`config.mk`:
```
export PLATFORM = sky130hd
export DESIGN_NAME = sisc_mem_arb_flat
export DESIGN_NICKNAME = d
export VERILOG_FILES = /design/src/rtl/sisc_mem_arb_pkg.sv /design/src/rtl/sisc_mem_arb_if.sv /design/src/rtl/sisc_mem_arb_pick.sv /design/src/rtl/sisc_mem_arb.sv /design/src/flat_wrapper.sv
export SDC_FILE = /design/constraint.sdc
export NUM_CORES = 1
export LEC_CHECK = 0
export CELL_PAD_IN_SITES_DETAIL_PLACEMENT = 0
export CELL_PAD_IN_SITES_GLOBAL_PLACEMENT = 1
export CORE_ASPECT_RATIO = 1.5
export CORE_MARGIN = 2
export CORE_UTILIZATION = 41
export CTS_CLUSTER_DIAMETER = 100
export DETAILED_ROUTE_END_ITERATION = 7
export DONT_BUFFER_PORTS = 1
export PLACE_DENSITY = 0.8
export SETUP_SLACK_MARGIN = 0.5
export SYNTH_ARGS = -nofsm -noshare
export SYNTH_HDL_FRONTEND = slang
export SYNTH_HIERARCHICAL = 1
export SYNTH_SLANG_ARGS = --single-unit
```
`constraint.sdc`:
```
create_clock -name clk -period 1.95 [get_ports clk]
set_clock_uncertainty 0.1 [all_clocks]
set_input_delay 0 -clock clk [delete_from_list [all_inputs] [get_ports clk]]
set_output_delay 0 -clock clk [all_outputs]
set_load 0.01 [all_outputs]
```
`src/rtl/sisc_mem_arb_pkg.sv`:
```
// Shared types and constants for the SISC memory arbiter.
// Used by the arbiter top (sisc_mem_arb) and its winner-select sub-block (sisc_arb_pick).
package sisc_arb_pkg;

  // Arbiter sequencing states.
  typedef enum logic [1:0] {
    IDLE   = 2'd0,
    ACCESS = 2'd1,
    DONE   = 2'd2
  } state_t;

  // Grant owner encoding; also the encoding of the round-robin last-served pointer.
  localparam logic OWN_IF = 1'b0;
  localparam logic OWN_DM = 1'b1;

  // Width of the latency down-counter; it covers MEM_LAT up to 15.
  localparam int LAT_W = 4;

endpackage

```
`src/rtl/sisc_mem_arb_if.sv`:
```
// Bus bundle between the SISC requesters (fetch and data paths), the arbiter
// and the memory macro.
// - The slave modport is the arbiter's view.
// - The master modport is the view of the requesters and memory around it.
interface sisc_mem_arb_if #(
  parameter int AW = 16,
  parameter int DW = 32
) ();

  // Instruction fetch requester.
  logic          if_req;
  logic [AW-1:0] if_addr;
  logic          if_ack;
  logic [DW-1:0] if_rdata;

  // Data (LOD/STR) requester.
  logic          dm_req;
  logic          dm_we;
  logic [AW-1:0] dm_addr;
  logic [DW-1:0] dm_wdata;
  logic          dm_ack;
  logic [DW-1:0] dm_rdata;

  // Memory macro.
  logic          mem_en;
  logic          mem_we;
  logic [AW-1:0] mem_addr;
  logic [DW-1:0] mem_wdata;
  logic [DW-1:0] mem_rdata;

  modport slave (
    input  if_req, if_addr, dm_req, dm_we, dm_addr, dm_wdata, mem_rdata,
    output if_ack, if_rdata, dm_ack, dm_rdata,
    output mem_en, mem_we, mem_addr, mem_wdata
  );

  modport master (
    output if_req, if_addr, dm_req, dm_we, dm_addr, dm_wdata, mem_rdata,
    input  if_ack, if_rdata, dm_ack, dm_rdata,
    input  mem_en, mem_we, mem_addr, mem_wdata
  );

endinterface

```
`src/rtl/sisc_mem_arb_pick.sv`:
```
// Combinational winner select for the SISC memory arbiter.
// - Default: DM beats IF whenever both request.
// - SISC_ARB_RR_EN defined: on contention, the side that was not served last
//   wins. The last-served pointer itself lives in the parent.
module sisc_arb_pick
  import sisc_arb_pkg::*;
(
  input  logic if_req,
  input  logic dm_req,
`ifdef SISC_ARB_RR_EN
  input  logic last_own,
`endif
  output logic any_req,
  output logic win
);

  // Pick the owner of the next access from the pending requests.
  always_comb begin
    // NOTE: every output gets a default first so no path through the block
    // leaves it unassigned, which would otherwise infer a latch.
    any_req = if_req | dm_req;
    win     = OWN_IF;
`ifdef SISC_ARB_RR_EN
    if (if_req && dm_req) begin
      win = (last_own == OWN_IF) ? OWN_DM : OWN_IF;
    end else if (dm_req) begin
      win = OWN_DM;
    end
`else
    if (dm_req) begin
      win = OWN_DM;
    end
`endif
  end

endmodule

```
`src/rtl/sisc_mem_arb.sv`:
```
// Single-port memory arbiter for the SISC multicycle core.
// - Shares one memory between instruction fetch and data LOD/STR.
// - Each access is: grant in IDLE, MEM_LAT cycles in ACCESS, then a
//   one-cycle ack in DONE.
// - Optional macro SISC_ARB_RR_EN replaces fixed DM-over-IF priority with
//   two-way round-robin.
// - All outputs are registered.
module sisc_mem_arb
  import sisc_arb_pkg::*;
#(
  parameter int AW      = 16,
  parameter int DW      = 32,
  parameter int MEM_LAT = 1
) (
  input  logic           clk,
  input  logic           rst_f,
  sisc_mem_arb_if.slave  bus,
  output logic           busy,
  output logic           owner
);

  // Reject latencies the counter or the FSM cannot represent.
  if (MEM_LAT < 1 || MEM_LAT > 15) begin : g_lat_chk
    $error("sisc_mem_arb: MEM_LAT must be in 1..15");
  end

  localparam logic [LAT_W-1:0] LAT_INIT = LAT_W'(MEM_LAT - 1);

  state_t           state;
  logic [LAT_W-1:0] cnt;
  logic             any_req;
  logic             win;
  logic [AW-1:0]    addr_win;
  logic [DW-1:0]    wdata_win;

`ifdef SISC_ARB_RR_EN
  logic             last_own;
`endif

  sisc_arb_pick u_pick (
    .if_req  (bus.if_req),
    .dm_req  (bus.dm_req),
`ifdef SISC_ARB_RR_EN
    .last_own(last_own),
`endif
    .any_req (any_req),
    .win     (win)
  );

  // Steer address and write data from the requester that wins this cycle.
  // A fetch never writes, so its write data is forced to zero.
  assign addr_win  = (win == OWN_DM) ? bus.dm_addr  : bus.if_addr;
  assign wdata_win = (win == OWN_DM) ? bus.dm_wdata : '0;

  // Request / access / ack sequencer; every output is a flop of this block.
  always_ff @(posedge clk) begin
    // NOTE: state is updated with non-blocking assignments so that every
    // right-hand side sees the pre-edge values, regardless of statement order.
    if (!rst_f) begin
      state         <= IDLE;
      cnt           <= '0;
      busy          <= 1'b0;
      owner         <= OWN_IF;
      bus.if_ack    <= 1'b0;
      bus.if_rdata  <= '0;
      bus.dm_ack    <= 1'b0;
      bus.dm_rdata  <= '0;
      bus.mem_en    <= 1'b0;
      bus.mem_we    <= 1'b0;
      bus.mem_addr  <= '0;
      bus.mem_wdata <= '0;
`ifdef SISC_ARB_RR_EN
      last_own      <= OWN_IF;
`endif
    end else begin
      case (state)
        IDLE: begin
          if (any_req) begin
            bus.mem_en    <= 1'b1;
            bus.mem_we    <= (win == OWN_DM) & bus.dm_we;
            bus.mem_addr  <= addr_win;
            bus.mem_wdata <= wdata_win;
            owner         <= win;
            cnt           <= LAT_INIT;
            busy          <= 1'b1;
            state         <= ACCESS;
`ifdef SISC_ARB_RR_EN
            last_own      <= win;
`endif
          end
        end

        ACCESS: begin
          if (cnt != '0) begin
            cnt <= cnt - 1'b1;
          end else begin
            if (owner == OWN_IF) begin
              bus.if_rdata <= bus.mem_rdata;
              bus.if_ack   <= 1'b1;
            end else begin
              // A store returns no data; dm_rdata keeps the last load.
              if (!bus.mem_we) begin
                bus.dm_rdata <= bus.mem_rdata;
              end
              bus.dm_ack <= 1'b1;
            end
            bus.mem_en <= 1'b0;
            bus.mem_we <= 1'b0;
            state      <= DONE;
          end
        end

        DONE: begin
          bus.if_ack <= 1'b0;
          bus.dm_ack <= 1'b0;
          busy       <= 1'b0;
          state      <= IDLE;
        end

        default: begin
          state <= IDLE;
        end
      endcase
    end
  end

endmodule
```
`src/flat_wrapper.sv`:
```
// flat-port wrapper written by rule: the top's interface ports become plain ports
module sisc_mem_arb_flat import sisc_arb_pkg::*;
#(
  parameter int AW      = 16,
  parameter int DW      = 32,
  parameter int MEM_LAT = 1
)
  (clk, rst_f, busy, owner, bus_if_req, bus_if_addr, bus_dm_req, bus_dm_we, bus_dm_addr, bus_dm_wdata, bus_mem_rdata, bus_if_ack, bus_if_rdata, bus_dm_ack, bus_dm_rdata, bus_mem_en, bus_mem_we, bus_mem_addr, bus_mem_wdata);
  sisc_mem_arb_if #(.AW(AW), .DW(DW)) bus_i ();
  input  logic clk;
  input  logic rst_f;
  output logic busy;
  output logic owner;
  input wire logic [$bits(bus_i.if_req)-1:0] bus_if_req;
  input wire logic [$bits(bus_i.if_addr)-1:0] bus_if_addr;
  input wire logic [$bits(bus_i.dm_req)-1:0] bus_dm_req;
  input wire logic [$bits(bus_i.dm_we)-1:0] bus_dm_we;
  input wire logic [$bits(bus_i.dm_addr)-1:0] bus_dm_addr;
  input wire logic [$bits(bus_i.dm_wdata)-1:0] bus_dm_wdata;
  input wire logic [$bits(bus_i.mem_rdata)-1:0] bus_mem_rdata;
  output wire logic [$bits(bus_i.if_ack)-1:0] bus_if_ack;
  output wire logic [$bits(bus_i.if_rdata)-1:0] bus_if_rdata;
  output wire logic [$bits(bus_i.dm_ack)-1:0] bus_dm_ack;
  output wire logic [$bits(bus_i.dm_rdata)-1:0] bus_dm_rdata;
  output wire logic [$bits(bus_i.mem_en)-1:0] bus_mem_en;
  output wire logic [$bits(bus_i.mem_we)-1:0] bus_mem_we;
  output wire logic [$bits(bus_i.mem_addr)-1:0] bus_mem_addr;
  output wire logic [$bits(bus_i.mem_wdata)-1:0] bus_mem_wdata;
  assign bus_i.if_req = bus_if_req;
  assign bus_i.if_addr = bus_if_addr;
  assign bus_i.dm_req = bus_dm_req;
  assign bus_i.dm_we = bus_dm_we;
  assign bus_i.dm_addr = bus_dm_addr;
  assign bus_i.dm_wdata = bus_dm_wdata;
  assign bus_i.mem_rdata = bus_mem_rdata;
  assign bus_if_ack = bus_i.if_ack;
  assign bus_if_rdata = bus_i.if_rdata;
  assign bus_dm_ack = bus_i.dm_ack;
  assign bus_dm_rdata = bus_i.dm_rdata;
  assign bus_mem_en = bus_i.mem_en;
  assign bus_mem_we = bus_i.mem_we;
  assign bus_mem_addr = bus_i.mem_addr;
  assign bus_mem_wdata = bus_i.mem_wdata;
  sisc_mem_arb #(.AW(AW), .DW(DW), .MEM_LAT(MEM_LAT)) u_core (.clk(clk), .rst_f(rst_f), .bus(bus_i), .busy(busy), .owner(owner));
endmodule
```
==> summary.md, run 1 <==
| Metric | Value |
|---|---|
| Status | finished clean |
| ANT nets after route | 0 |
| Switch share | 34.4% |
| Post-synth EDFFs | 0 |
| Critical path class | reg -> reg |
| Layout Nets | 784 |
| Critical path arrival | 2040 ps |
| Area of the multi-input gates | 2300 um^2 |
| Grt ovf | 0 |
| Syn_nets | 592 |
| Yosys Warn Count | 6 |
| Initial Util | 42.0% |
| Relative slew margins | 65.9% |
| Max-Cap Viols | 0 |
| Worst R2R Path Depth | 7 |
| CP endpoint kind | flop |
| Post-Syn Instances | 489 |
| Post-synth top area cell | dfxtp_1 |
| Final setup vio count | 0 |
| Final Hold Fails | 0 |
| Sequential-to-total area share from yosys stat | 51.2% |
| Initial DRT Pass Iterations | 6 |
| Die Wd | 92.8 um |
| Detailed Route Iter0 Violations | 167 |
| Antenna cell count | 0 |
| Sink Count | 124 |
| Final Non-Filler Cells | 844 |
| Comb power frac | 44.6% |
| Switching Power | 4.47 mW |
| Setup tns final | 0 ps |
| Core area | 11,500 um^2 |
| Fillers | 817 |
| Largest family of logic cells by synthesized area | compound AO/OA/AOI/OAI gates |
| IO Count | 219 |
| Synth async-reset ratio | 0% |
| Routed vias/inst | 5.47 |
| GRT Util Overall | 23.5% |
| Die Footprint | 12,700 um^2 |
| Routed WL | 16,900 um |
| Flop pwr share | 29.3% |
| Slew Limit Fails | 0 |
| Initial antenna violation count | 0 |
| HP Class | in -> reg |
| HPWL after DPL | 8130 um |
| Hold path cells | 3 |
| Post-Synth Simple-Gate Area | 13.6% |
| DRC Markers | 0 |
| Seq. cell area | 2490 um^2 |
| RSZ-0062 raised after global routing | yes |
| F_max | 0.540 GHz |
| Commonest cells after routing, fill and taps aside | dlygate4sd3_1 (162), dfxtp_1 (120), nand2_1 (81) |
| Int Pwr | 8.54 mW |
| Via Count | 4,614 |
| Post-DR wirelength/cell | 20.0 um |
| Synth Flop Type | dfxtp_1 |
| Xor-xnor portion of the synthesized cell area | 0% |
| CTS clock-pin slew for the worst setup and hold paths | 60 ps |
| CTS tree | built |
| GP Congestion | 0.804 |
| Largest fanout on the critical path | 17 |
| Mapped Area | 4850 um^2 |
| Measured slew at the worst slew-check pin | 510 ps |
| Pwr Density | 1600 nW/um^2 |
| Vias in the first global route | 4,537 |
| Most common cell after layout, fill and taps aside | dlygate4sd3_1 |
| Distinct cell type count after synthesis | 40 |
| Post-Synth Adder-Cell Area | 0.516% |
| Total CTS buffers | 17 |
| Layout cell share with drive strength beyond 1 | 19.5% |
| Clock share of power | 26.1% |
| CP required | 2140 ps |
| Mux share of post-synthesis cell area | 9.91% |
| Synth area leaders | dfxtp_1 (51%), mux2i_1 (9.9%), nand2_1 (6.4%), a22o_1 (5.8%), a21boi_0 (4.0%) |
| Synth Area in Compound Gates | 19.7% |
| Leak pwr | 3.19 nW |
| First-pass GRT wire length | 23,200 um |
| Startpoint type of the worst setup path | flop |
| Syn Area/Cell | 9.91 um^2 |
| Final hold slack | 17.1 ps |
| Root Buffer | clkbuf_16 |
| Rows | 48 |
| Placed cells | 606 |
| Clk buf depth | 2 |
| Clock latency on the worst-skew pair | 410 ps |
| Syn-to-layout area delta | 67.7% |
| Tmin final | 1850 ps |
| Register bit count reported by yosys | 124 |
| Largest net degree at the start of global routing | 123 |
| Yosys top cell area share | 51.2% |
| Worst vdd ir | 856 uV |
| Fin crit share | 95.0% |
| Height of the die | 137 um |
| H-tree depth | 4 |
| IO buf count | 0 |
## sequential cells by signal, indices dropped and copies added, names as in the netlist
name                  count
u_core/bus.mem_en         1
u_core/bus.dm_ack         1
u_core/bus.mem_we         1
u_core/bus.if_ack         1
u_core/owner              1
u_core/bus.dm_rdata      32
u_core/bus.mem_wdata     32
u_core/bus.if_rdata      32
u_core/bus.mem_addr      16
u_core/busy               1
u_core/state              2
u_core/cnt                4
## cell families after synthesis
family | after synthesis
compound gates | 128
mux | 48
fa+ha+maj | 2
flops | 124
buf+inv | 49
simple gates | 138
## per-stage QoR
stage          utilization (%)  total power [mW]  setup slack [ps]  cell area, um^2
2_1_floorplan                -              5.68               111             4900
3_3_place_gp              42.9              6.09               228             4940
3_5_place_dp              42.9              6.18               126             4940
4_1_cts                   64.9              12.2               143             7490
5_1_grt                   70.5              13.6              23.3             8130
6_report                  70.5              13.0              98.4             8130
## power by group through the flow
stage	clock, mW	sequential, mW	combinational (mW)
final	3.40	3.81	5.80
after global routing	3.57	3.87	6.12
after CTS	3.45	3.78	5.00
after detailed placement	0	3.84	2.34
after global placement	0	3.83	2.26
after floorplan	0	3.67	2.01
## timing repair
action	4_1_cts	5_1_grt
gates resized for setup	86	39
buffers inserted	21	6
hold endpoints to repair	124	61
endpoints found under the setup margin	105	123
cloned	11	5
hold buffers	126	37
pin swaps	21	10
## final timing paths
kind                                              start  slack (ps)                 endpoint
worst max-delay path                      u_core/cnt[1]         100  u_core/bus.dm_rdata[23]
worst min-delay path                              rst_f          20             u_core/owner
worst max register to register            u_core/cnt[1]         100  u_core/bus.dm_rdata[23]
worst min register to register  u_core/bus.dm_rdata[19]         410  u_core/bus.dm_rdata[19]
## final cells by class
class	count	area share, %
timing repair buffer	218	30.7
sequential	124	30.7
multi-input combinational	316	28.3
clock buffer	17	5.23
clock inverter	15	2.60
tap	150	2.31
inverter	4	0.185
## cell usage after synthesis (all sizes together) (3+ instances only)
cell type,instances
o211a,16
o21ai,34
mux2i,48
nand3,33
a21boi,36
clkbuf,29
inv,4
nor3b,3
nand2,82
buf,16
dfxtp,124
a22o,32
## routing by layer
metal  share of wire (%)  up-vias  GRT usage [%]  wire length (um)
met5                   0        -              0                 0
met2                  54      185           43.0              9190
met4                 2.7        0           11.9               456
met1                  36     2253           24.3              6080
li1                    -     2137              -                 -
met3                 6.9       39           6.28              1170
## worst max-delay path, stage by stage (launching register included)
cell      delay, ps
dfxtp_2         320
inv_2            70
ha_4            130
or3b_4          400
buf_6           170
buf_16          160
o21ai_0         240
a21boi_0        130
Power figures use the tool's default switching activity.
==> inputs of run 2 (changes only) <==
- CORE_MARGIN: 2 -> 5
- CORE_UTILIZATION: 41 -> 40
- SETUP_SLACK_MARGIN: 0.5 -> not set
- SYNTH_HIERARCHICAL: 1 -> not set
==> run 2 against run 1 <==
Against the previous run:
- register-to-register slack improved by 20 ps
- die area increased by 17%
- clock power decreased by 5%
- via count increased by 1.3%
- non-clock buffer count decreased by 98
- maximum frequency increased by 1.3%
- sequential power decreased by 4%
- critical path depth decreased by 1
- cell count decreased by 1.3%
- setup slack improved by 23 ps
- sequential share of layout area increased by 5.7 points
- worst hold slack improved by 11 ps
- largest power group is now sequential cells
==> summary.md, run 2 <==
| Metric | Value |
|---|---|
| Status | finished clean |
| Fin crit share | 93.8% (-1.2 points) |
| HP Class | in -> reg |
| Syn_nets | 692 (+17%) |
| Synth Flop Type | dfxtp_1 |
| Routed WL | 15,900 um (-6.0%) |
| Antenna cell count | 0 (unchanged) |
| Post-synth top area cell | dfxtp_1 |
| Final hold slack | 28.1 ps (+10.9 ps) |
| H-tree depth | 4 (unchanged) |
| Most frequent cell after synthesis | dfxtp_1 |
| CTS clock-pin slew for the worst setup and hold paths | 60 ps (about the same) |
| Initial antenna violation count | 0 (unchanged) |
| Yosys top cell area share | 49.7% (-1.5 points) |
| Critical path arrival | 2070 ps (+30 ps) |
| Core area | 12,400 um^2 (+7.4%) |
| RSZ-0062 raised after global routing | no |
| Syn Area/Cell | 8.54 um^2 (-14%) |
| Mapped Area | 4990 um^2 (+3.0%) |
| Sequential-to-total area share from yosys stat | 49.7% (-1.5 points) |
| Detailed Route Iter0 Violations | 201 (+20%) |
| Worst vdd ir | 660 uV (-23%) |
| CTS tree | built |
| Largest fanout on the critical path | 24 (+7) |
| Post-layout power | 10.0 mW (-23%) |
| Die Footprint | 14,900 um^2 (+17%) |
| DRC Markers | 0 (unchanged) |
| Initial DRT Pass Iterations | 5 (-1) |
| Worst path cell trace | inv_1, ha_1, nor4bb_4, buf_12, nand3_1, a21oi_1 |
| Relative slew margins | 47.5% (-18 points) |
| IO Count | 219 (unchanged) |
| Most common cell after layout, fill and taps aside | dfxtp_1 |
| Die Wd | 101 um (+9.1%) |
| Routed vias/inst | 5.61 (+2.6%) |
| CP required | 2190 ps (+50 ps) |
| Syn-to-layout area delta | 36.6% |
| GRT Util Overall | 20.9% (-2.6 points) |
| Slowest Stage Delay on Critical Path | 500 ps (+100 ps) |
| CP endpoint kind | flop |
| Critical path class | reg -> reg |
| Mux share of post-synthesis cell area | 4.81% (-5.1 points) |
| HPWL after DPL | 10,200 um (+25%) |
| Largest net degree at the start of global routing | 55 (-55%) |
| Slowest-stage cell, CP | nor4bb_4 |
| Measured slew at the worst slew-check pin | 787 ps (+277 ps) |
| Top Registers | u_core.bus.dm_rdata x32, u_core.bus.if_rdata x32, u_core.bus.mem_wdata x32 |
| Clk buf depth | 2 (unchanged) |
| Post-Synth Simple-Gate Area | 16.9% (+3.3 points) |
| Yosys Warn Count | 0 (-6) |
| Setup tns final | 0 ps (unchanged) |
| Clock latency on the worst-skew pair | 410 ps (about the same) |
| GP Congestion | 0.792 (-1.4%) |
| Synth Area in Compound Gates | 21.0% (+1.3 points) |
| Slew Limit Fails | 0 (unchanged) |
| Max-Cap Viols | 0 (unchanged) |
| Synth async-reset ratio | 0% (unchanged) |
| Final Hold Fails | 0 (unchanged) |
| Cell Area, Placed | 5160 um^2 (+4.4%) |
| IO buf count | 0 (unchanged) |
| Vias in the first global route | 4,784 (+5.4%) |
| Sink Count | 124 (unchanged) |
| Top post-synthesis cells by count | dfxtp_1 (124), a21oi_1 (98), nand3_1 (97), o21ai_0 (58), nand2_1 (43) |
| ANT nets after route | 0 (unchanged) |
| F_max | 0.547 GHz (+1.3%) |
| Register bit count reported by yosys | 124 (unchanged) |
| Synth area leaders | dfxtp_1 (50%), a21oi_1 (9.8%), nand3_1 (9.7%), o21ai_0 (5.8%), mux2i_1 (4.8%) |
| Post-synth EDFFs | 0 (unchanged) |
| Commonest cells after routing, fill and taps aside | dfxtp_1 (124), dlygate4sd3_1 (101), a21oi_1 (98) |
| Total CTS buffers | 17 (unchanged) |
| Post-DR wirelength/cell | 19.1 um (-4.8%) |
| Xor-xnor portion of the synthesized cell area | 0% (unchanged) |
| Distinct cell type count after synthesis | 38 (-5.0%) |
| Startpoint type of the worst setup path | flop |
| Rows | 50 (+4.2%) |
| Height of the die | 147 um (+7.1%) |
| Tmin final | 1830 ps (-23.2 ps) |
| Via Count | 4,673 (+1.3%) |
| Root Buffer | clkbuf_16 |
| Initial Util | 40.3% (-1.7 points) |
| Post-Syn Instances | 585 (+20%) |
| Largest family of logic cells by synthesized area | compound AO/OA/AOI/OAI gates |
| Post-Layout Inst Area | 6820 um^2 (-16%) |
| Layout cell share with drive strength beyond 1 | 9.01% (-10 points) |
| Layout Nets | 771 (-1.7%) |
| Pwr Density | 1470 nW/um^2 (-8.3%) |
| First-pass GRT wire length | 24,600 um (+6.1%) |
| Post-Synth Adder-Cell Area | 1.50% (+0.99 points) |
| R2R Setup Slk | 120 ps (+20 ps) |
| Final setup vio count | 0 (unchanged) |
| Leak pwr | 2.47 nW (-22%) |
| Grt ovf | 0 (unchanged) |
## run 2: repair_timing
action,4_1_cts,5_1_grt
setup buffers,0,0
endpoints found under the hold margin,124,0
gates resized for setup,0,3
endpoints found under the setup margin,0,61
hold buffers,102,0
## run 2: cell families (layout without fill, tap and decap cells)
family,Yosys count,in the layout
AND/OR/NAND/NOR,171,171
adder cells (fa/ha/maj),6,6
flip-flops,124,124
AO/OA/AOI/OAI,191,191
buffers and inverters,69,161
multiplexers,24,24
## run 2: worst paths after layout
| kind | endpoint | cells after the start | from |
|---|---|---|---|
| worst max-delay path | u_core.bus.if_rdata[30] | 6 | u_core.cnt[0] |
| worst min register to register | u_core.cnt[0] | 2 | u_core.cnt[0] |
| worst max register to register | u_core.bus.if_rdata[30] | 6 | u_core.cnt[0] |
| worst min-delay path | u_core.busy | 3 | bus_dm_req |
## run 2: report_power, final
part | total [mW] | switching [mW] | internal, mW
registers | 3.66 | 0.612 | 3.05
clock network | 3.24 | 1.21 | 2.03
logic | 3.11 | 1.86 | 1.25
## run 2: layout make-up
| type | count | area [um^2] |
|---|---|---|
| clock buffers | 17 | 425 |
| clock inverters | 15 | 186 |
| fillers | 1099 | 5570 |
| inverters | 9 | 36.3 |
| multi-input cells | 392 | 2230 |
| flip-flops and latches | 124 | 2480 |
| well taps | 156 | 195 |
| repair buffers | 120 | 1260 |
## run 2: per-layer routing
layer / routed length [um] / vias to the layer above / track usage [%] / share of wire [%]
met2: 8590 / 226 / 38.2 / 54
li1: - / 2229 / - / -
met1: 5370 / 2187 / 20.7 / 34
met5: 0 / - / 0 / 0
met3: 1500 / 31 / 8.03 / 9.5
met4: 415 / 0 / 7.98 / 2.6
## run 2: worst max-delay path, delay by kind of cell, from the launching register on
kind	cells	cell delay [ps]
buffers and inverters	2	310
AOI/OAI and AO/OA	1	160
and+or+nand+nor	2	660
adders and majority gates	1	210
DFF	1	310
## run 2: metrics by stage
stage,util (%),cells,worst slack [ps]
6_report,55.1,833,122
5_1_grt,55.1,833,7.77
2_1_floorplan,-,585,256
3_3_place_gp,41.7,699,156
4_1_cts,55.0,833,41.5
3_5_place_dp,41.7,699,95.8
